### config.mk
export PLATFORM = sky130hd
export DESIGN_NAME = uart_rx
export DESIGN_NICKNAME = d
export VERILOG_FILES = /design/src/rtl/uart_pkg.sv /design/src/rtl/uart_rx_sync.sv /design/src/rtl/uart_rx.sv
export SDC_FILE = /design/constraint.sdc
export NUM_CORES = 1
export LEC_CHECK = 0
export ABC_AREA = 1
export ABC_CLOCK_PERIOD_IN_PS = 1610
export BUFFER_PORTS_ARGS = -buffer_cell sky130_fd_sc_hd__buf_2
export CORE_ASPECT_RATIO = 0.8
export CORE_MARGIN = 3
export CORE_UTILIZATION = 55
export CTS_BUF_LIST = sky130_fd_sc_hd__clkbuf_16
export DETAILED_ROUTE_END_ITERATION = 6
export PLACE_DENSITY = 0.82
export SYNTH_ARGS = -nofsm -noshare
export SYNTH_HDL_FRONTEND = slang
export SYNTH_SLANG_ARGS = --single-unit
### constraint.sdc
create_clock -name clk -period 1.61 [get_ports clk]
set_clock_uncertainty 0.15 [all_clocks]
set_input_delay 0.2415 -clock clk [delete_from_list [all_inputs] [get_ports clk]]
set_output_delay 0.2415 -clock clk [all_outputs]
set_load 0.02 [all_outputs]
### src/rtl/uart_pkg.sv
// Shared UART definitions: FSM state encoding and oversampling constants,
// used by both the receiver and the transmitter.
package uart_pkg;

   typedef enum logic [1:0] {
      IDLE  = 2'd0,
      START = 2'd1,
      DATA  = 2'd2,
      STOP  = 2'd3
   } uart_state_e;

   localparam int OVERSAMPLE = 16;
   localparam int START_MID  = 7;
   localparam int BIT_LAST   = 15;

endpackage

### src/rtl/uart_rx_sync.sv
// Two-flop synchronizer for the asynchronous serial line. It resets to 1
// so the receiver sees an idle line straight out of reset.
module uart_rx_sync (
   input  logic clk,
   input  logic reset_n,
   input  logic d_i,
   output logic q_o
);

   logic [1:0] sync_q;

   always_ff @(posedge clk) begin
      if (!reset_n) begin
         sync_q <= 2'b11;
      end else begin
         sync_q <= {sync_q[0], d_i};
      end
   end

   assign q_o = sync_q[1];

endmodule

### src/rtl/uart_rx.sv
// 8N1 UART receiver on a 16x oversampling tick. Defining UART_RX_MAJORITY_EN
// makes every bit decision a 2-of-3 vote over the last three tick samples.
module uart_rx
   import uart_pkg::*;
#(
   parameter int DATA_WIDTH = 8
) (
   input  logic                  clk,
   input  logic                  reset_n,
   input  logic                  rx,
   input  logic                  b_16tick,
   output logic [DATA_WIDTH-1:0] rx_data,
   output logic                  rx_done,
   output logic                  rx_busy,
   output logic                  frame_err,
   output uart_state_e           rx_state
);

   localparam int CNT_W = (DATA_WIDTH > 1) ? $clog2(DATA_WIDTH) : 1;

   logic                  rx_s;
   uart_state_e           state_q, state_d;
   logic [3:0]            tick_cnt_q, tick_cnt_d;
   logic [CNT_W-1:0]      data_cnt_q, data_cnt_d;
   logic [DATA_WIDTH-1:0] shift_q, shift_d;
   logic [DATA_WIDTH-1:0] rx_data_q, rx_data_d;
   logic                  rx_done_q, rx_done_d;
   logic                  frame_err_q, frame_err_d;
   logic                  bit_val;

   uart_rx_sync u_sync (
      .clk    (clk),
      .reset_n(reset_n),
      .d_i    (rx),
      .q_o    (rx_s)
   );

`ifdef UART_RX_MAJORITY_EN
   logic [2:0] hist_q, hist_d;

   // The window ends with the current sample, so a vote is ready on the decision tick itself.
   assign hist_d  = b_16tick ? {hist_q[1:0], rx_s} : hist_q;
   assign bit_val = (hist_d[0] & hist_d[1]) | (hist_d[0] & hist_d[2]) | (hist_d[1] & hist_d[2]);

   always_ff @(posedge clk) begin
      if (!reset_n) begin
         hist_q <= 3'b111;
      end else begin
         hist_q <= hist_d;
      end
   end
`else
   assign bit_val = rx_s;
`endif

   always_ff @(posedge clk) begin
      if (!reset_n) begin
         state_q     <= IDLE;
         tick_cnt_q  <= '0;
         data_cnt_q  <= '0;
         shift_q     <= '0;
         rx_data_q   <= '0;
         rx_done_q   <= 1'b0;
         frame_err_q <= 1'b0;
      end else begin
         state_q     <= state_d;
         tick_cnt_q  <= tick_cnt_d;
         data_cnt_q  <= data_cnt_d;
         shift_q     <= shift_d;
         rx_data_q   <= rx_data_d;
         rx_done_q   <= rx_done_d;
         frame_err_q <= frame_err_d;
      end
   end

   always_comb begin
      state_d     = state_q;
      tick_cnt_d  = tick_cnt_q;
      data_cnt_d  = data_cnt_q;
      shift_d     = shift_q;
      rx_data_d   = rx_data_q;
      rx_done_d   = 1'b0;
      frame_err_d = 1'b0;
      case (state_q)
         IDLE: begin
            tick_cnt_d = '0;
            data_cnt_d = '0;
            if (!rx_s) state_d = START;
         end
         START: begin
            if (b_16tick) begin
               if (tick_cnt_q == 4'(START_MID)) begin
                  tick_cnt_d = '0;
                  state_d    = bit_val ? IDLE : DATA;
               end else begin
                  tick_cnt_d = tick_cnt_q + 4'd1;
               end
            end
         end
         DATA: begin
            if (b_16tick) begin
               if (tick_cnt_q == 4'(BIT_LAST)) begin
                  tick_cnt_d = '0;
                  shift_d    = {bit_val, shift_q[DATA_WIDTH-1:1]};
                  if (data_cnt_q == CNT_W'(DATA_WIDTH - 1)) begin
                     data_cnt_d = '0;
                     state_d    = STOP;
                  end else begin
                     data_cnt_d = data_cnt_q + 1'b1;
                  end
               end else begin
                  tick_cnt_d = tick_cnt_q + 4'd1;
               end
            end
         end
         STOP: begin
            if (b_16tick) begin
               if (tick_cnt_q == 4'(BIT_LAST)) begin
                  tick_cnt_d = '0;
                  state_d    = IDLE;
                  // A low stop bit discards the word but keeps the last good one visible.
                  if (bit_val) begin
                     rx_data_d = shift_q;
                     rx_done_d = 1'b1;
                  end else begin
                     frame_err_d = 1'b1;
                  end
               end else begin
                  tick_cnt_d = tick_cnt_q + 4'd1;
               end
            end
         end
         default: state_d = IDLE;
      endcase
   end

   always_comb begin
      rx_busy   = (state_q != IDLE);
      rx_data   = rx_data_q;
      rx_done   = rx_done_q;
      frame_err = frame_err_q;
      rx_state  = state_q;
   end

endmodule

==> run summary <==
I/O pins: 17
Req. time, crit path: 1.22 ns
drt via density: 5.20
first-pass GRT wire length: 4120 um
CP endpoint kind: output pin
RSZ-0062 raised after global routing: no
Final Max Tran Viols: 0
HP Class: input pin to flip-flop
Hold Violations, Final: 0
CTS sink cnt: 29
critical path class: flip-flop to output pin
#FFs+latches synth: 29
post-synthesis cell area: 1240 sq um
H-tree Lvls: 2
Yosys cell types: 21
drt total wl: 2480 um
Avg Inst Size Synth: 7.54 sq um
Area Growth Syn to Fin: 21.7%
syn_nets: 172
Initial Util: 61.7%
yosys warns: 0
clock network power share: 47.4%
WP buf/inv: 2
antenna violations before repair: 0
TritonRoute pass-1 iters: 4
Antenna Nets Post-Route: 0
Psw: 423 uW
fill cell count: 153
Die Area: 2870 sq um
layout cells sized above 1: 21.3%
total of max-cap violations: 0
Post-CTS Hold Buffers: 0
Net Sw Frac: 24.0%
Die Span Y: 48.5 um
part of the power in registers: 42.9%
critical path's top delay family: flip-flops
total global routing overflow: 0
Residual DRC: 0
First DRT Iteration DRCs: 65
Syn Inst Count: 165
CP Cell Sequence: nor2_2 -> inv_1 -> buf_2
Cell Pwr Density: 1160 nW/um^2
Final setup viols: 0
CP max FO: 7
fin crit share: 94.4%
number of diodes: 0
vias: 1102
Worst-path clk slew: 0.05 ns
maximum number of pins on one net before global-route repair: 22
Pleak: 0.739 nW
Setup Fix Bufs, Post-CTS: 0
Internal: 1.34 mW
Tmin final: 1.52 ns
CTS tree: built
Slew HR: 79.6%
Crit path arrival time: 1.13 ns
root buffer cell: clkbuf_16
Placer Congestion: 0.863
maximum vdd ir drop: 0.00131 V
Clock Path Buffers: 2
setup TNS: 0 ns
die width: 59.2 um
Max Clock Freq: 658 MHz
Core Area: 2010 sq um
combinational share of power: 9.7%
slowest stage cell, crit path: dfxtp_1
startpoint types: flip-flop
CP peak stage delay: 0.37 ns
Placed Cells: 204
IO buf count: 16
status: completed
vias in the first global route: 898
Worst-Skew Late Latency: 0.27 ns
fin cells: 212
fin nets: 194
CTS Buf Count: 5
WL/cell: 11.7 um
register area share after synthesis: 46.7%
Util after Layout: 75.2%
DP Wirelength: 1760 um
Cell Rows: 14
actual slew at the worst max-slew pin: 0.304 ns
Total GRT Usage: 19.1%
-- cell usage after synthesis --
library cell  instances  area share (%)
nor3_1                2            0.80
inv_2                 1            0.30
nor2_8                1             1.6
nand3_4               2             2.8
inv_1                14             4.2
nand3_1              10             4.0
o21ai_0              18             7.2
clkinv_4              1            0.70
nor2_2                1            0.50
nand4_1               3             1.5
clkbuf_1              1            0.30
ha_1                  3             3.0
buf_6                 1            0.91
a21oi_1               6             2.4
dfxtp_1              29              47
a21oi_2               1            0.70
or2_2                 2             1.0
o21ai_1               2            0.80
nand2_1              24             7.2
nor2_1               41              12
buf_2                 2            0.80
-- area by class of cell --
class / count / area, sq um / share of cell area (%)
Clock buffer: 5 / 125 / 8.26
Clock inverter: 3 / 11.3 / 0.744
Inverter: 16 / 65.1 / 4.30
Multi-Input combinational cell: 116 / 596 / 39.3
Sequential cell: 29 / 584 / 38.6
Tap cell: 24 / 30.0 / 1.98
Timing Repair Buffer: 19 / 103 / 6.78
-- final timing paths --
| path | start | endpoint | slack [ns] | depth (start not counted) |
|---|---|---|---|---|
| worst min register to register | u_sync.sync_q[0] | u_sync.sync_q[1] | 0.28 | 1 |
| worst max register to register | data_cnt_q[0] | flip-flop | 0.10 | 8 |
| worst max-delay path | rx_state[0] | rx_busy | 0.09 | 3 |
| worst min-delay path | rx | u_sync.sync_q[0] | 0.01 | 2 |
-- per-layer routing --
layer  track usage (%)  routed length, um  vias up
li1                  -                  -      575
met1              27.3               1240      488
met2              25.6               1080       35
met3              7.45                132        4
met4              6.79                 27        0
met5                 0                  0        -
-- registers in the layout, summed over array words and instances (netlist names), named ones only --
register,cells
rx_data,8
frame_err,1
tick_cnt_q,4
u_sync.sync_q,2
rx_state,1
shift_q,8
data_cnt_q,3
rx_done,1
-- timing repair --
item / CTS / global route
setup endpoints to repair: 1 / 22
pin swaps: 0 / 0
resized for setup: 1 / 9
-- power groups by stage --
stage	sequential (mW)	combinational [mW]	clock, mW
after floorplan	0.770	0.108	0
after global placement	0.766	0.153	0
after detailed placement	0.767	0.158	0
after CTS	0.753	0.161	0.853
after global routing	0.758	0.188	0.899
final	0.756	0.171	0.837
-- cells by family (layout without fill, tap and decap cells) --
logic type	after synthesis	count (layout)	share of synthesized area [%]
AOI/OAI and AO/OA	27	27	11.2
adders and majority gates	3	3	3.02
buffers and inverters	20	43	7.24
DFF	29	29	46.7
and+or+nand+nor	86	86	31.9
-- worst reg2reg max path: stages (launching register included) --
cell and delay [ns]:
dfxtp_1 0.36, ha_1 0.16, ha_1 0.17, inv_1 0.06, nand3_2 0.09, nand3_1 0.12
nor2_2 0.16, nand4_1 0.11, nand2_1 0.08
-- layout by cell type, fill, tap and decap left out, types with 2 or more instances in the layout --
cell type  netlist  routed
a21oi_1          6       6
buf_2            2      16
buf_4            0       3
clkbuf_16        0       5
dfxtp_1         29      26
dfxtp_2          0       3
ha_1             3       2
inv_1           14      17
nand2_1         24      24
nand3_1         10       9
nand3_4          2       2
nand4_1          3       3
nor2_1          41      39
nor2_2           1       3
nor3_1           2       2
o21ai_0         18      16
o21ai_1          2       4
or2_2            2       2
-- through the flow --
step                      area, sq um  worst slack (ns)  power (mW)  hold slack (ns)
after floorplan                  1240             0.158       0.878            0.185
after global placement           1350            0.0789       0.919            0.246
after detailed placement         1350            0.0475       0.925            0.259
after CTS                        1490            0.0261        1.77           0.0119
after global routing             1510            0.0200        1.85           0.0168
final                            1510            0.0901        1.76           0.0131
(Power assumes the default switching activity.)
